==> src/rtl/free_list.sv <==
// free_list: circular FIFO of free physical register ids with dual alloc, dual release and sticky double-free detection
module free_list #(
  parameter int NUM_PREGS = 64,
  parameter int NUM_AREGS = 32,
  localparam int PW = $clog2(NUM_PREGS),
  localparam int CW = $clog2(NUM_PREGS + 1)
) (
  input  logic          clk,
  input  logic          rst,
  input  logic          alloc_req_1,
  input  logic          alloc_req_2,
  output logic [PW-1:0] alloc_pd_1,
  output logic [PW-1:0] alloc_pd_2,
  output logic          alloc_ok,
  input  logic          rt_flag_1,
  input  logic [PW-1:0] fp_i_1,
  input  logic          rt_flag_2,
  input  logic [PW-1:0] fp_i_2,
  output logic [CW-1:0] free_count,
  output logic          empty,
  output logic          dbl_free_err
);
  logic [PW-1:0]        fifo_q [NUM_PREGS];
  logic [PW-1:0]        head_q, tail_q;
  logic [CW-1:0]        count_q, count_d;
  logic [NUM_PREGS-1:0] fv_q, fv_d;
  logic                 err_q, ok1, ok2, bad1, bad2;
  logic [1:0]           nreq;
  assign alloc_pd_1   = fifo_q[head_q];
  assign alloc_pd_2   = fifo_q[head_q + PW'(1)];
  assign nreq         = alloc_req_1 ? (alloc_req_2 ? 2'd2 : 2'd1) : 2'd0;
  assign alloc_ok     = nreq != 2'd0 && count_q >= CW'(nreq);
  assign free_count   = count_q;
  assign empty        = count_q == '0;
  assign dbl_free_err = err_q;
  // Grants clear first so a preg granted this edge can be released on the same edge
  always_comb begin
    fv_d = fv_q;
    if (alloc_ok) fv_d[alloc_pd_1] = 1'b0;
    if (alloc_ok && alloc_req_2) fv_d[alloc_pd_2] = 1'b0;
    ok1  = rt_flag_1 && fp_i_1 != '0 && !fv_d[fp_i_1];
    bad1 = rt_flag_1 && fp_i_1 != '0 && fv_d[fp_i_1];
    if (ok1) fv_d[fp_i_1] = 1'b1;
    ok2  = rt_flag_2 && fp_i_2 != '0 && !fv_d[fp_i_2];
    bad2 = rt_flag_2 && fp_i_2 != '0 && fv_d[fp_i_2];
    if (ok2) fv_d[fp_i_2] = 1'b1;
    count_d = count_q - (alloc_ok ? CW'(nreq) : '0) + CW'(ok1) + CW'(ok2);
  end
  always_ff @(posedge clk) begin
    if (rst) begin
      for (int i = 0; i < NUM_PREGS; i++) begin
        fifo_q[i] <= i < NUM_PREGS - NUM_AREGS ? PW'(NUM_AREGS + i) : '0;
        fv_q[i]   <= i >= NUM_AREGS;
      end
      head_q  <= '0;
      tail_q  <= PW'(NUM_PREGS - NUM_AREGS);
      count_q <= CW'(NUM_PREGS - NUM_AREGS);
      err_q   <= 1'b0;
    end else begin
      if (ok1) fifo_q[tail_q] <= fp_i_1;
      if (ok2) fifo_q[tail_q + PW'(ok1)] <= fp_i_2;
      head_q  <= head_q + (alloc_ok ? PW'(nreq) : '0);
      tail_q  <= tail_q + PW'(ok1) + PW'(ok2);
      count_q <= count_d;
      fv_q    <= fv_d;
      err_q   <= err_q | bad1 | bad2;
    end
  end
endmodule

==> config.mk <==
export PLATFORM = sky130hd
export DESIGN_NAME = free_list
export DESIGN_NICKNAME = d
export VERILOG_FILES = /design/src/rtl/free_list.sv
export SDC_FILE = /design/constraint.sdc
export NUM_CORES = 1
export LEC_CHECK = 0
export ABC_AREA = 1
export CORE_MARGIN = 10
export CORE_UTILIZATION = 30
export CTS_CLUSTER_SIZE = 20
export DETAILED_ROUTE_END_ITERATION = 16
export PLACE_DENSITY = 0.51
export SYNTH_ARGS = -nofsm -noshare
export SYNTH_HDL_FRONTEND = slang
export SYNTH_SLANG_ARGS = --single-unit
==> constraint.sdc <==
create_clock -name clk -period 7.7 [get_ports clk]
set_clock_uncertainty 0.15 [all_clocks]
set_input_delay 0.77 -clock clk [delete_from_list [all_inputs] [get_ports clk]]
set_output_delay 0.77 -clock clk [all_outputs]
set_load 0.01 [all_outputs]
### After elaboration in Yosys (flattened, before gate mapping)

Memories as Yosys holds them, arrays and structs flattened. A register that Yosys moved wholly into a read port is not among the register bits.
Cells that the tools add are included.

| cells by class | value |
|---|---|
| add/subtract/negate cells | 7 |
| multiply operators | 0 |
| div/mod/pow operators | 0 |
| order comparisons | 9 |
| eq/ne operators | 0 |
| shift-type cells | 0 |
| mux-type cells | 35 |
| bitwise gates (word level) | 8 |
| reductions and logical operators | 20 |

Operator list:

| kind | count |
|---|---|
| 2-to-1 mux 64 bit | 4 |
| AND 64 bit | 2 |
| inverter 64 bit | 2 |
| OR 64 bit | 2 |
| 2-to-1 mux 6 bit | 5 |
| less-than comparator 6 x 7 -> 1 bit, second input constant | 4 |
| demux 1 bit (select 6 bit) | 4 |
| >= comparator 6 x 1 -> 1 bit, second input constant | 4 |
| 2-to-1 mux 1 bit | 16 |
| adder 7 x 1 -> 7 bit | 2 |
| adder 6 x 1 -> 6 bit | 2 |
| binary-select mux 1 bit (select 6 bit) | 2 |
| logical AND 1 bit | 12 |
| nonzero test 6 bit | 2 |
| OR reduction 6 bit | 2 |
| 2-to-1 mux 2 bit | 4 |
| >= comparator 7 x 2 -> 1 bit | 1 |
| zero test 7 bit | 1 |
| subtractor 7 x 2 -> 7 bit | 1 |
| adder 6 x 1 -> 6 bit, second input constant | 1 |
| adder 6 x 2 -> 6 bit | 1 |
| zero test 1 bit | 2 |
| OR 1 bit | 2 |
| nonzero test 2 bit | 1 |

| word-level totals | value |
|---|---|
| register bits | 84 |
| bits in latches | 0 |
| RAM bits | 384 |
| bits in read-only memories | 0 |
| input bits | 18 |
| logic and storage cells | 85 |
| memories | 1 |

Memory list:

| name | words | bits a word | rd ports | clocked after Yosys merged registers in | wr ports | RTL line | text |
|---|---|---|---|---|---|---|---|
| fifo_q | 64 | 6 | 2 | 1 | 64 | 23 | `logic [PW-1:0] fifo_q [NUM_PREGS];` |

### Longest topological paths before layout

| logic depth | value |
|---|---|
| word-level depth | 23 |
| gate-level depth with buffers | 50 |
| mapped depth without buffers | 47 |

### Worst setup path before layout

OpenSTA, ideal clock, no wires.

| path | value |
|---|---|
| kind | in2reg |
| start point | input alloc_req_2 |
| end point | memory fifo_q[21][0] (netlist bit) (enable) |
| library setup time | 0.325 ns |
| data arrival time | 5.653 ns |
| data required time | 7.225 ns |
| setup slack | 1.572 ns |
| stages on the path | 35 |
| cell sequence | nand2_1 > ha_1 > inv_1 > o21ai_0 > nand2_1 > nand2_1 > nand2_1 > nand3_1 > nand2_1 > inv_1 > nand2_1 > inv_1 > nand3_1 > nor2_2 > inv_2 > nor2_1 > nor2_1 > nand2_1 > nand2_1 > nor2_1 > nand2_1 > nand2_1 > nand2_1 > nor2_4 > buf_2 > nand2_1 > nor2_2 > ha_1 > ha_1 > xor2_1 > inv_1 > nor3_1 > clkbuf_1 > nand4_2 > nand3_1 |

RTL lines:

| item | RTL line | text |
|---|---|---|
| start: declaration | 11 | `input logic alloc_req_2,` |
| end: declaration | 23 |  |

==> run_results.csv <==
group,metric,value,unit
outcome,outcome,"completed",
synth,synth_area,36000,um2
power,p_leak,18.6,nW
route,drt_iter0_drc,4916,
clocking,path_clk_slew,70,ps
sta,relSlewSlack,21.0,%
finish,syn_to_final_growth,16.3,%
route,routed_via_density,5.45,
global_routing,grt_use_total,24.3,%
global_routing,grt_pass1_wl,246000,um
placement,port_buffers,39,
finish,register_area,13200,um2
setup_path,end_kind,"flip-flop",
setup_path,cp_data_arrival_time,7660,ps
sta,setup_viol,0,
sta,worst_slew_pin_slew,1190,ps
synth,ys_seq_area_share,36.7,%
synth,ys_warn_count,0,
route,drtPass1Iterations,6,
route,totalWireLength,172000,um
min_path,hold_depth,2,
sta,fmax,0.134,GHz
global_routing,first_global_vias,35457,
sta,setup_tns,0,ps
min_path,hp-class,"reg -> reg",
sta,finalCritPeriodShare,96.6,%
placement,gp_congestion,0.968,
power,power_density,223,nW/um2
setup_path,r2r_setup_slack,260,ps
floorplanning,num_rows,127,
placement,dp_cells,7127,
route,antenna_left,0,
clocking,cts_root_buf,"clkbuf_16",
floorplanning,io_pins,40,
min_path,worstHoldStart,"fv_q[60]",
finish,n_fill_cell,12840,
setup_path,ff2ff_path_depth,34,
finish,diodes,0,
power,vdd_ir_drop_max,0.000232,V
setup_path,r2r_end,"fifo_q[31][3]",
setup_path,cp_slowest_stage_delay,580,ps
sta,min_period,7440,ps
finish,drive_above_1_share,11.2,%
finish,fin_nets,5620,
placement,hpwl,114000,um
clocking,clock_latency,730,ps
finish,stdcell_area,41900,um2
route,wl_per_cell,23.8,um
setup_path,worst_path_max_delay_cell,"nand4_1",
sta,slew_viol_final,0,
floorplanning,fp.dieH,366,um
finish,final_cells,7240,
clocking,cts_setup_buffers,0,
clocking,cts_hold_buf,0,
setup_path,start_kind,"flip-flop",
setup_path,cp_common_cell,"nand2_1",
global_routing,grt_start_max_net_pins,141,
run,cap_violations,0,
route,vias,39426,
clocking,cts_buffer_depth,3,
synth,synth_nets,5530,
placement,place_area,39900,um2
setup_path,worstPathMaxFanout,14,
clocking,cts_inserted_buffers,60,
floorplanning,fp.dieW,366,um
synth,synth_area_per_cell,6.56,um2
synth,netlist-cell-type-count,37,
global_routing,antenna_found_initial,1,
clocking,cts_max_level,2,
setup_path,r2r_start,"head_q[3]",
clocking,cts_tree,"done",
synth,syn_inst,5487,
synth,synth_seq_cells,468,
floorplanning,core,119000,um2
sta,rsz0062_at_grt,"false",
power,p_total,9.33,mW
floorplanning,start_util,30.1,%
floorplanning,dieArea,134000,um2
clocking,cts.sinks,468,
setup_path,worstPathRequired,7920,ps
finish,multiInputGateArea,18900,um2
sta,hold_viol_final,0,
setup_path,path_class,"reg -> reg",
global_routing,grt_overflow,0,
route,drt_drc_violations_left,0,
min_path,min_to,"fv_q[60]",
[power breakdown]
group          total [mW]  switching (mW)  internal, mW
registers            2.94          0.0923          2.85
logic                3.50            2.53         0.970
clock network        2.89            1.27          1.62
total                9.33            3.89          5.44
[sequential cells by signal, indices dropped and copies added (netlist names)]
register and count:
dbl_free_err 1, fifo_q 384, free_count 7, fv_q 64, head_q 6, tail_q 6
[how the worst max path moves through the flow]
stage	start	endpoint	depth (start not counted)
after floorplan	alloc_req_2	fifo_q[21][0]	35
after global placement	alloc_req_1	fifo_q[14][0]	37
after detailed placement	alloc_req_1	fifo_q[14][5]	37
after CTS	head_q[3]	fifo_q[14][2]	34
after global routing	head_q[3]	fifo_q[1][5]	38
final	head_q[3]	fifo_q[31][3]	34
[kinds of logic after synthesis]
| logic type | Yosys count | share of synthesized area, % |
|---|---|---|
| fa+ha+maj | 25 | 0.932 |
| xor+xnor | 8 | 0.257 |
| simple gates | 3434 | 42.0 |
| buf+inv | 985 | 11.3 |
| compound gates | 567 | 8.73 |
| flops | 468 | 36.7 |
[per-stage QoR]
step	worst slack (ps)	util [%]	hold WS [ps]
2_1_floorplan	1570	-	349
3_3_place_gp	122	33.4	394
3_5_place_dp	135	33.4	398
4_1_cts	115	35.0	406
5_1_grt	58.7	35.0	451
6_report	263	35.0	410
[worst max-delay path: cells and delay by family, from the launching register on]
family                   cells  cell delay, ps
AND/OR/NAND/NOR             20            3580
buffers and inverters        9            2070
flip-flops                   1             410
adder cells (fa/ha/maj)      2             360
AO/OA/AOI/OAI                2             240
XOR/XNOR                     1             220
[what timing repair did]
item                       in CTS  in global routing
setup endpoints to repair       0                171
hold endpoints to repair        0                  0
gates resized for setup         0                  9
[metal layers]
layer	routed length [um]	GRT usage (%)	part of all wire, %
met1	70400	31.8	41
met2	75700	38.1	44
met3	16500	4.32	9.6
met4	9830	12.7	5.7
met5	13	0	0.0075
[cell type report]
cell class / count / area share, %
inverters: 605 / 5.46
repair buffers: 408 / 8.41
clock inverters: 32 / 0.729
flip-flops and latches: 468 / 31.6
multi-input cells: 4034 / 45.1
clock buffers: 81 / 3.90
well taps: 1612 / 4.82
[synth_stat cells, drive strengths merged]
master   number  share of area, %
a211oi        1             0.021
xnor2         1             0.024
nand2      1811                19
a21oi        68              0.95
nand3       834                12
fa            3              0.17
inv         595               6.2
ha           22              0.76
clkbuf      181               1.9
clkinv       10              0.10
dfxtp        84               4.7
o21a         14              0.29
buf         199               3.1
a21boi        9              0.19
o211ai       94               2.0
nand4       292               5.6
o2111ai       1             0.024
edfxtp      384                32
xor2          7              0.23
nor3         47              0.67
o21ai       378               5.3
nor2        450               5.0
o21bai        2             0.042
[layout by cell type, fill, tap and decap left out, types with 15 or more instances in the layout]
master              n
nand4_1           264
nor2_1            410
clkdlybuf4s50_1    26
o21ai_0           284
nand2_2            20
nand3_1           828
nand2_1          1790
o211ai_1           94
ha_1               21
buf_12             34
inv_1             555
clkinv_2           17
clkbuf_1           16
inv_2              37
clkinv_1           15
clkbuf_16          60
edfxtp_1          384
o21ai_1            94
a21oi_1            68
nor2_2             28
dfxtp_1            81
nand4_2            26
buf_4             335
nor3_1             36
(Power assumes the default switching activity.)
